===== src/rtl/tile_bank_cfg_writer.sv =====
// Bank config writer: streams one BL word per row onto bl, pulses wl one-hot per row.
// Row latency 3+PULSE_CYCLES cycles; optional parity abort under CFG_BANK_PARITY_EN.
// Backpressure: din_ready high only in LOAD; the writer waits there indefinitely.
module tile_bank_cfg_writer #(
  parameter int BL_WIDTH     = 40,
  parameter int WL_WIDTH     = 4,
  parameter int PULSE_CYCLES = 2
) (
  input  logic                prog_clk,
  input  logic                prog_reset_n,
  input  logic                start,
  input  logic [BL_WIDTH-1:0] din,
  input  logic                din_parity,
  input  logic                din_valid,
  output logic                din_ready,
  output logic [BL_WIDTH-1:0] bl,
  output logic [WL_WIDTH-1:0] wl,
  output logic                busy,
  output logic                done,
  output logic                err
);

  localparam int RW = (WL_WIDTH > 1) ? $clog2(WL_WIDTH) : 1;
  localparam int PW = (PULSE_CYCLES > 1) ? $clog2(PULSE_CYCLES) : 1;
  localparam logic [RW-1:0] LAST_ROW   = RW'(WL_WIDTH - 1);
  localparam logic [PW-1:0] LAST_PULSE = PW'(PULSE_CYCLES - 1);

  typedef enum logic [2:0] {
    IDLE, LOAD, SETUP, PULSE, HOLD, DONE
  } state_t;

  state_t        state, state_nxt;
  logic [RW-1:0] row;
  logic [PW-1:0] pcnt;
  logic          par_bad;

`ifdef CFG_BANK_PARITY_EN
  assign par_bad = ^{din, din_parity};
`else
  logic unused_parity;
  assign unused_parity = din_parity;
  assign par_bad       = 1'b0;
`endif

  always_ff @(posedge prog_clk) begin
    if (!prog_reset_n) state <= IDLE;
    else               state <= state_nxt;
  end

  always_comb begin
    state_nxt = state;
    din_ready = 1'b0;
    busy      = 1'b1;
    done      = 1'b0;
    wl        = '0;
    case (state)
      IDLE: begin
        busy = 1'b0;
        if (start) state_nxt = LOAD;
      end
      LOAD: begin
        din_ready = 1'b1;
        if (din_valid) state_nxt = par_bad ? DONE : SETUP;
      end
      SETUP: state_nxt = PULSE;
      PULSE: begin
        wl = WL_WIDTH'(1) << row;
        if (pcnt == LAST_PULSE) state_nxt = HOLD;
      end
      HOLD:  state_nxt = (row == LAST_ROW) ? DONE : LOAD;
      DONE: begin
        done      = 1'b1;
        state_nxt = IDLE;
      end
      default: state_nxt = IDLE;
    endcase
  end

  // bl is cleared on every path into DONE, including a parity abort
  always_ff @(posedge prog_clk) begin
    if (!prog_reset_n) begin
      row  <= '0;
      pcnt <= '0;
      bl   <= '0;
      err  <= 1'b0;
    end else begin
      case (state)
        IDLE: begin
          if (start) begin
            row <= '0;
            err <= 1'b0;
          end
        end
        LOAD: begin
          if (din_valid) begin
            if (par_bad) begin
              err <= 1'b1;
              bl  <= '0;
            end else begin
              bl <= din;
            end
          end
        end
        PULSE: pcnt <= (pcnt == LAST_PULSE) ? '0 : pcnt + 1'b1;
        HOLD: begin
          if (row == LAST_ROW) bl  <= '0;
          else                 row <= row + 1'b1;
        end
        default: ;
      endcase
    end
  end

endmodule


===== config.mk =====
export PLATFORM = sky130hd
export DESIGN_NAME = tile_bank_cfg_writer
export DESIGN_NICKNAME = d
export VERILOG_FILES = /design/src/rtl/tile_bank_cfg_writer.sv
export SDC_FILE = /design/constraint.sdc
export NUM_CORES = 1
export LEC_CHECK = 0
export CORE_MARGIN = 3
export CORE_UTILIZATION = 45
export CTS_CLUSTER_DIAMETER = 60
export CTS_CLUSTER_SIZE = 14
export DETAILED_ROUTE_END_ITERATION = 7
export GPL_TIMING_DRIVEN = 0
export PLACE_DENSITY = 0.85
export SLEW_MARGIN = 20
export SYNTH_ARGS = -nofsm -noshare
export SYNTH_HDL_FRONTEND = slang
export SYNTH_SLANG_ARGS = --single-unit

===== constraint.sdc =====
create_clock -name prog_clk -period 2.6 [get_ports prog_clk]
set_input_delay 0.39 -clock prog_clk [delete_from_list [all_inputs] [get_ports prog_clk]]
set_output_delay 0.39 -clock prog_clk [all_outputs]
set_load 0.05 [all_outputs]

==> results.sh, run 1 <==
export IMPL_skew_ns=0.00670
export IMPL_ir_drop_mv=0.352
export IMPL_cts_repair_resized=0
export IMPL_cp_start_kind="register"
export IMPL_avgSynthCellArea_um2=9.16
export IMPL_dpl_hpwl_um=3940
export IMPL_seq_area_frac_synth_pct=43.1
export IMPL_synth_common_cells="dfxtp_1, nand2_1, mux2i_1, nand3_1, clkbuf_1"
export IMPL_syn_area_um2=2130
export IMPL_cts_buffers=5
export IMPL_cts_sinks=46
export IMPL_placed_area_um2=3090
export IMPL_status="finished clean"
export IMPL_start_util_pct=47.7
export IMPL_wl_per_cell_um=13.6
export IMPL_cp_max_fo=6
export IMPL_hold_violations=0
export IMPL_die_area_um2=5610
export IMPL_grt_max_degree=14
export IMPL_grt_setup_unrepaired="false"
export IMPL_required_ns=2.21
export IMPL_finalSetupViolations=0
export IMPL_track_usage_pct=19.2
export IMPL_cts_max_level=2
export IMPL_critical_path_max_stage_delay_ns=0.79
export IMPL_final_nets=378
export IMPL_grt_pass1_wl_um=8360
export IMPL_yosysTopAreaCellShare_pct=43.1
export IMPL_p_per_area_nw_per_um2=536
export IMPL_syn_num_nets=282
export IMPL_period_share_pct=92.4
export IMPL_dieHeight_um=74.9
export IMPL_cts_hold_buf=0
export IMPL_path_class="reg2out"
export IMPL_drive_gt1_share_pct=6.06
export IMPL_ys_async_sr_fraction_pct=0
export IMPL_synth_seq_cells=46
export IMPL_fin_area_um2=3200
export IMPL_tightestPinTransition_ns=0.515
export IMPL_holdWs_ns=0.457
export IMPL_cts_root_buf="clkbuf_8"
export IMPL_crit_arrival_ns=2.01
export IMPL_dr_pass1_iters=4
export IMPL_rows=24
export IMPL_core_area_um2=4470
export IMPL_route_detailed_drc=0
export IMPL_grt_pass1_vias=1932
export IMPL_synth_edf_count=0
export IMPL_fill_cells=393
export IMPL_area_growth_pct=49.8
export IMPL_slew_headroom_pct=65.5
export IMPL_drt_iter0_drc=65
export IMPL_antenna_found_initial=0
export IMPL_clk_latency_ns=0.29
export IMPL_finalWorstSetupSlack_ns=0.198
export IMPL_fin_crit_ns=2.40
export IMPL_tns_ns=0
export IMPL_netlist_top_cells_area="dfxtp_1, mux2i_1, nand3_1"
export IMPL_power_w=0.00171
export IMPL_ys_dominant_reg_cell="dfxtp_1"
export IMPL_cap_violations=0
export IMPL_yosys_warnings=0
export IMPL_ios=93
export IMPL_gr_total_overflow=0
export IMPL_ant_nets=0
export IMPL_synth_cell_types=32
export IMPL_cts_setup_buffers=0
export IMPL_hold_path_class="reg2reg"
export IMPL_synth_top_area_cell="dfxtp_1"
export IMPL_cp_slowest_cell="clkdlybuf4s50_1"
export IMPL_via_count=1950
export IMPL_crit_path_end_kind="output pin"
export IMPL_gp_congestion=0.803
export IMPL_slew_violations=0
export IMPL_die_width_um=74.9
export IMPL_power_leakage_nw=1.42
export IMPL_post_place_ws_ns=0.512
export IMPL_cts_buffer_depth=2
export IMPL_wirelength_um=5200
export IMPL_viasPerCell=5.10
export IMPL_io_buffers=89
export IMPL_cts_tree="done"
export IMPL_max_freq_ghz=0.416
export IMPL_n_antenna_cell=0
export IMPL_netlist_instances=233
export IMPL_cp_cell_sequence="ha_1, and2_1, clkdlybuf4s50_1"
export IMPL_clk_pin_slew_worst_paths_ns=0.08
-- layer usage --
metal | vias up | wire length, µm | track usage, %
met2 | 62 | 2540 | 33.8
met5 | - | 0 | 0
li1 | 976 | - | -
met4 | 0 | 97 | 7.91
met3 | 9 | 363 | 5.07
met1 | 903 | 2200 | 21.8
-- cell usage in the layout (no fill, tap or decap) --
cell type	Yosys	routed
nor3b_4	1	1
o22ai_1	1	1
buf_4	2	2
o21ai_0	1	1
nand2b_1	2	2
nor2b_1	1	1
mux2i_1	40	40
a22oi_1	1	1
nor3b_1	2	2
and2_1	5	5
a211oi_1	1	1
clkbuf_1	10	12
conb_1	1	1
a21oi_4	1	1
clkdlybuf4s50_1	0	89
buf_1	3	3
or3b_1	1	1
ha_1	4	4
dfxtp_1	46	46
buf_6	5	5
a21oi_1	3	3
bufinv_16	0	1
nand3_1	40	40
nor2_1	2	2
nand3b_1	1	1
clkbuf_8	0	5
xor2_1	1	1
nand2_1	46	46
or3_1	1	1
inv_1	2	2
buf_2	4	4
nand4b_1	1	1
and3b_1	2	2
nor4bb_4	1	1
o31ai_1	1	1
-- worst max-delay path, delay by kind of cell (launching register included) --
kind	cells	cell delay (ns)
buffers and inverters	1	0.79
flip-flops	1	0.42
adder cells (fa/ha/maj)	1	0.34
AND/OR/NAND/NOR	1	0.17
-- final timing paths --
path	start	end	slack (ns)	cells after the start
max	row[0]$_SDFFE_PN0P_	wl[3]	0.20	3
min	bl[8]$_SDFFE_PN0P_	bl[8]$_SDFFE_PN0P_	0.46	2
max reg2reg	state[1]$_SDFFE_PN0P_	bl[18]$_SDFFE_PN0P_	1.15	5
min reg2reg	bl[8]$_SDFFE_PN0P_	bl[8]$_SDFFE_PN0P_	0.46	2
-- cell families after synthesis --
kind of cell | share of synthesized area [%]
AND/OR/NAND/NOR | 25.2
XOR/XNOR | 0.410
other | 0.176
adder cells (fa/ha/maj) | 2.34
multiplexers | 18.8
buffers and inverters | 6.92
AO/OA/AOI/OAI | 3.05
flip-flops | 43.1
-- final cells by class --
class | instances | area [µm²] | area share (%)
Buffer | 24 | 140 | 4.38
Sequential cell | 46 | 921 | 28.8
Tap cell | 52 | 65.1 | 2.04
Timing Repair Buffer | 89 | 891 | 27.9
Clock buffer | 7 | 76.3 | 2.39
Clock inverter | 1 | 30.0 | 0.939
Multi-Input combinational cell | 161 | 1070 | 33.3
Inverter | 2 | 7.51 | 0.235
-- power by group --
part           switching (W)  total (W)  internal (W)
Clock               0.000233   0.000521      0.000288
Combinational       0.000244   0.000431      0.000186
Sequential         0.0000194   0.000760      0.000741
Total               0.000497    0.00171       0.00122
-- sequential cells by signal (all words and copies together), names as in the netlist --
register  flops
bl           40
pcnt          1
row           2
state         3
-- stage by stage --
step / util, % / instances
after floorplan: - / 233
after global placement: 69.1 / 374
after detailed placement: 69.1 / 374
after CTS: 71.4 / 382
after global routing: 71.4 / 382
final: 71.4 / 382
Power figures use the tool's default switching activity.
==> run 2: changes to the inputs <==
==> constraint.sdc (replaced) <==
create_clock -name prog_clk -period 2.6 [get_ports prog_clk]
set_input_delay 0.39 -clock prog_clk [delete_from_list [all_inputs] [get_ports prog_clk]]
set_output_delay 0.39 -clock prog_clk [all_outputs]
set_load 0.01 [all_outputs]
==> results of run 2 <==
The final DEF is identical to that of run 1. Status: finished clean.
Main changes from that run: setup slack after placement 0.512 ns -> 0.780 ns; setup slack after layout 0.198 ns -> 0.465 ns; total power 0.00171 W -> 0.00160 W; worst IR drop on VDD 0.352 mV -> 0.338 mV
==> run 3: changes to the inputs <==
--- a/config.mk
+++ b/config.mk
@@ -6,12 +6,12 @@
 export NUM_CORES = 1
 export LEC_CHECK = 0
 export CORE_MARGIN = 3
-export CORE_UTILIZATION = 45
+export CORE_UTILIZATION = 38
 export CTS_CLUSTER_DIAMETER = 60
 export CTS_CLUSTER_SIZE = 14
 export DETAILED_ROUTE_END_ITERATION = 7
 export GPL_TIMING_DRIVEN = 0
-export PLACE_DENSITY = 0.85
+export PLACE_DENSITY = 0.76
 export SLEW_MARGIN = 20
 export SYNTH_ARGS = -nofsm -noshare
 export SYNTH_HDL_FRONTEND = slang
==> constraint.sdc (replaced) <==
create_clock -name prog_clk -period 1.91 [get_ports prog_clk]
set_input_delay 0.2865 -clock prog_clk [delete_from_list [all_inputs] [get_ports prog_clk]]
set_output_delay 0.2865 -clock prog_clk [all_outputs]
set_load 0.01 [all_outputs]
==> run 3 against run 2 <==
Against the previous run: die area is 17% higher; combinational power is 35% higher; highest routed layer unchanged; non-clock buffer count is 1 lower; first-iteration DRC count is 38% lower; critical path depth is 1 higher; sequential power is 37% higher; via count is 2.4% lower.
==> results.sh, run 3 (synthesis results as in run 1) <==
export IMPL_p_seq_share_pct=44.2
export IMPL_cp_cell_sequence="buf_4, nand2_1, nor2_1, clkdlybuf4s50_1"
export IMPL_whs_endpoint="bl[25]$_SDFFE_PN0P_"
export IMPL_ant_nets=0
export IMPL_finalWorstSetupSlack_ns=0.0992
export IMPL_comb_power_share_pct=18.1
export IMPL_cp_startpoint="state[0]$_SDFFE_PN0P_"
export IMPL_n_antenna_cell=0
export IMPL_via_count=1904
export IMPL_drt_iter0_drc=40
export IMPL_holdWs_ns=0.462
export IMPL_required_ns=1.62
export IMPL_wl_per_cell_um=13.0
export IMPL_p_int_w=0.00182
export IMPL_status="finished clean"
export IMPL_ios=93
export IMPL_clk_latency_ns=0.29
export IMPL_die_area_um2=6550
export IMPL_slew_violations=0
export IMPL_cts_buffer_depth=2
export IMPL_switchingPower_w=0.000524
export IMPL_rows=26
export IMPL_power_leakage_nw=1.52
export IMPL_cts_max_level=2
export IMPL_fin_crit_ns=1.81
export IMPL_finalSetupViolations=0
export IMPL_cts_root_buf="clkbuf_8"
export IMPL_cp_max_fo=10
export IMPL_rrSetupSlack_ns=0.44
export IMPL_drive_gt1_share_pct=8.21
export IMPL_wl_met3_um=414
export IMPL_die_width_um=81.0
export IMPL_critical_path_max_stage_delay_ns=0.54
export IMPL_grt_max_degree=15
export IMPL_area_growth_pct=53.8
export IMPL_wirelength_um=5190
export IMPL_largest_registers="bl (40), state (3), row (2)"
export IMPL_cap_violations=0
export IMPL_regMostFlops="bl"
export IMPL_io_buffers=89
export IMPL_hold_path_class="reg2reg"
export IMPL_max_freq_ghz=0.552
export IMPL_power_frac_clock_pct=37.7
export IMPL_largest_reg_flops=40
export IMPL_final_cell_mix="clkdlybuf4s50_1, nand2_1, dfxtp_1, nand3_1, mux2i_1"
export IMPL_cts_buffers=5
export IMPL_clk_pin_slew_worst_paths_ns=0.09
export IMPL_route_detailed_drc=0
export IMPL_core_area_um2=5270
export IMPL_gr_total_overflow=0
export IMPL_cp_start_kind="register"
export IMPL_start_util_pct=40.5
export IMPL_viasPerCell=4.77
export IMPL_grt_pass1_vias=1916
export IMPL_highest_layer="met4"
export IMPL_fill_cells=486
export IMPL_wl_met2_um=2360
export IMPL_p_per_area_nw_per_um2=713
export IMPL_holdPathStages=2
export IMPL_tns_ns=0
export IMPL_grt_setup_unrepaired="false"
export IMPL_skew_ns=0.00743
export IMPL_cp_slowest_cell="clkdlybuf4s50_1"
export IMPL_gp_congestion=0.764
export IMPL_timing_rr_end="bl[19]$_SDFFE_PN0P_"
export IMPL_cts_tree="done"
export IMPL_dr_pass1_iters=4
export IMPL_layout_commonest_cell="clkdlybuf4s50_1"
export IMPL_reg2reg_depth=5
export IMPL_track_usage_pct=16.7
export IMPL_worst_hold_startpoint="bl[25]$_SDFFE_PN0P_"
export IMPL_hold_violations=0
export IMPL_final_nets=377
export IMPL_crit_path_end_kind="output pin"
export IMPL_period_share_pct=94.8
export IMPL_ir_drop_mv=0.344
export IMPL_dieHeight_um=81.0
export IMPL_cts_sinks=46
export IMPL_dpl_hpwl_um=3880
export IMPL_post_place_ws_ns=0.224
export IMPL_crit_arrival_ns=1.52
export IMPL_antenna_found_initial=0
export IMPL_m1WireLength_um=2380
export IMPL_path_class="reg2out"
export IMPL_reg2reg_from="state[2]$_SDFFE_PN0P_"
export IMPL_grt_pass1_wl_um=8690
export IMPL_p_sw_share_pct=22.4
==> run 3: repair_timing <==
item / CTS / global route
endpoints found under the setup margin: 6 / 5
setup buffers: 0 / 0
gates resized for setup: 7 / 7
hold buffers: 0 / 0
pin swaps: 0 / 1
==> run 3: critical path: cells and delay by family, from the launching register on <==
family | cells | cell delay [ns]
buffers and inverters | 2 | 0.72
flip-flops | 1 | 0.36
AND/OR/NAND/NOR | 2 | 0.16
==> run 3: how the worst max path moves through the flow <==
stage	to	slack (ns)	cells past startpoint
6_report	done	0.1	4
5_1_grt	done	0.007	4
4_1_cts	wl[1]	0.01	4
3_5_place_dp	wl[0]	0.22	4
3_3_place_gp	wl[3]	0.20	4
2_1_floorplan	bl[0]$_SDFFE_PN0P_	0.66	5
==> run 3: stage by stage <==
step / power (W) / area (µm²) / cells / util, %
floorplan: 0.00126 / 2130 / 233 / -
global placement: 0.00148 / 3110 / 392 / 59.1
detailed placement: 0.00149 / 3110 / 392 / 59.1
CTS: 0.00237 / 3270 / 399 / 62.0
global route: 0.00244 / 3280 / 399 / 62.3
finish: 0.00234 / 3280 / 399 / 62.3
==> run 3: layout make-up <==
cell class | count | area [µm²] | share of cell area [%]
Clock inverter | 2 | 60.1 | 1.83
Timing Repair Buffer | 89 | 898 | 27.4
Clock buffer | 6 | 82.6 | 2.52
Inverter | 2 | 7.51 | 0.229
Sequential cell | 46 | 925 | 28.2
Multi-Input combinational cell | 161 | 1080 | 32.9
Tap cell | 70 | 87.6 | 2.67
Buffer | 23 | 143 | 4.34
==> run 3: routing by layer <==
metal	vias to the layer above	global-route usage (%)
li1	976	-
met1	864	20.2
met2	57	28.7
met3	7	5.54
met4	0	3.55
met5	-	0
==> run 3: power by group through the flow <==
| stage | Combinational [W] | Sequential, W | Clock, W |
|---|---|---|---|
| after detailed placement | 0.000433 | 0.00106 | 0 |
| after CTS | 0.000432 | 0.00104 | 0.000906 |
| after global routing | 0.000462 | 0.00104 | 0.000933 |
| final | 0.000425 | 0.00104 | 0.000882 |
| after floorplan | 0.000187 | 0.00108 | 0 |
| after global placement | 0.000429 | 0.00106 | 0 |
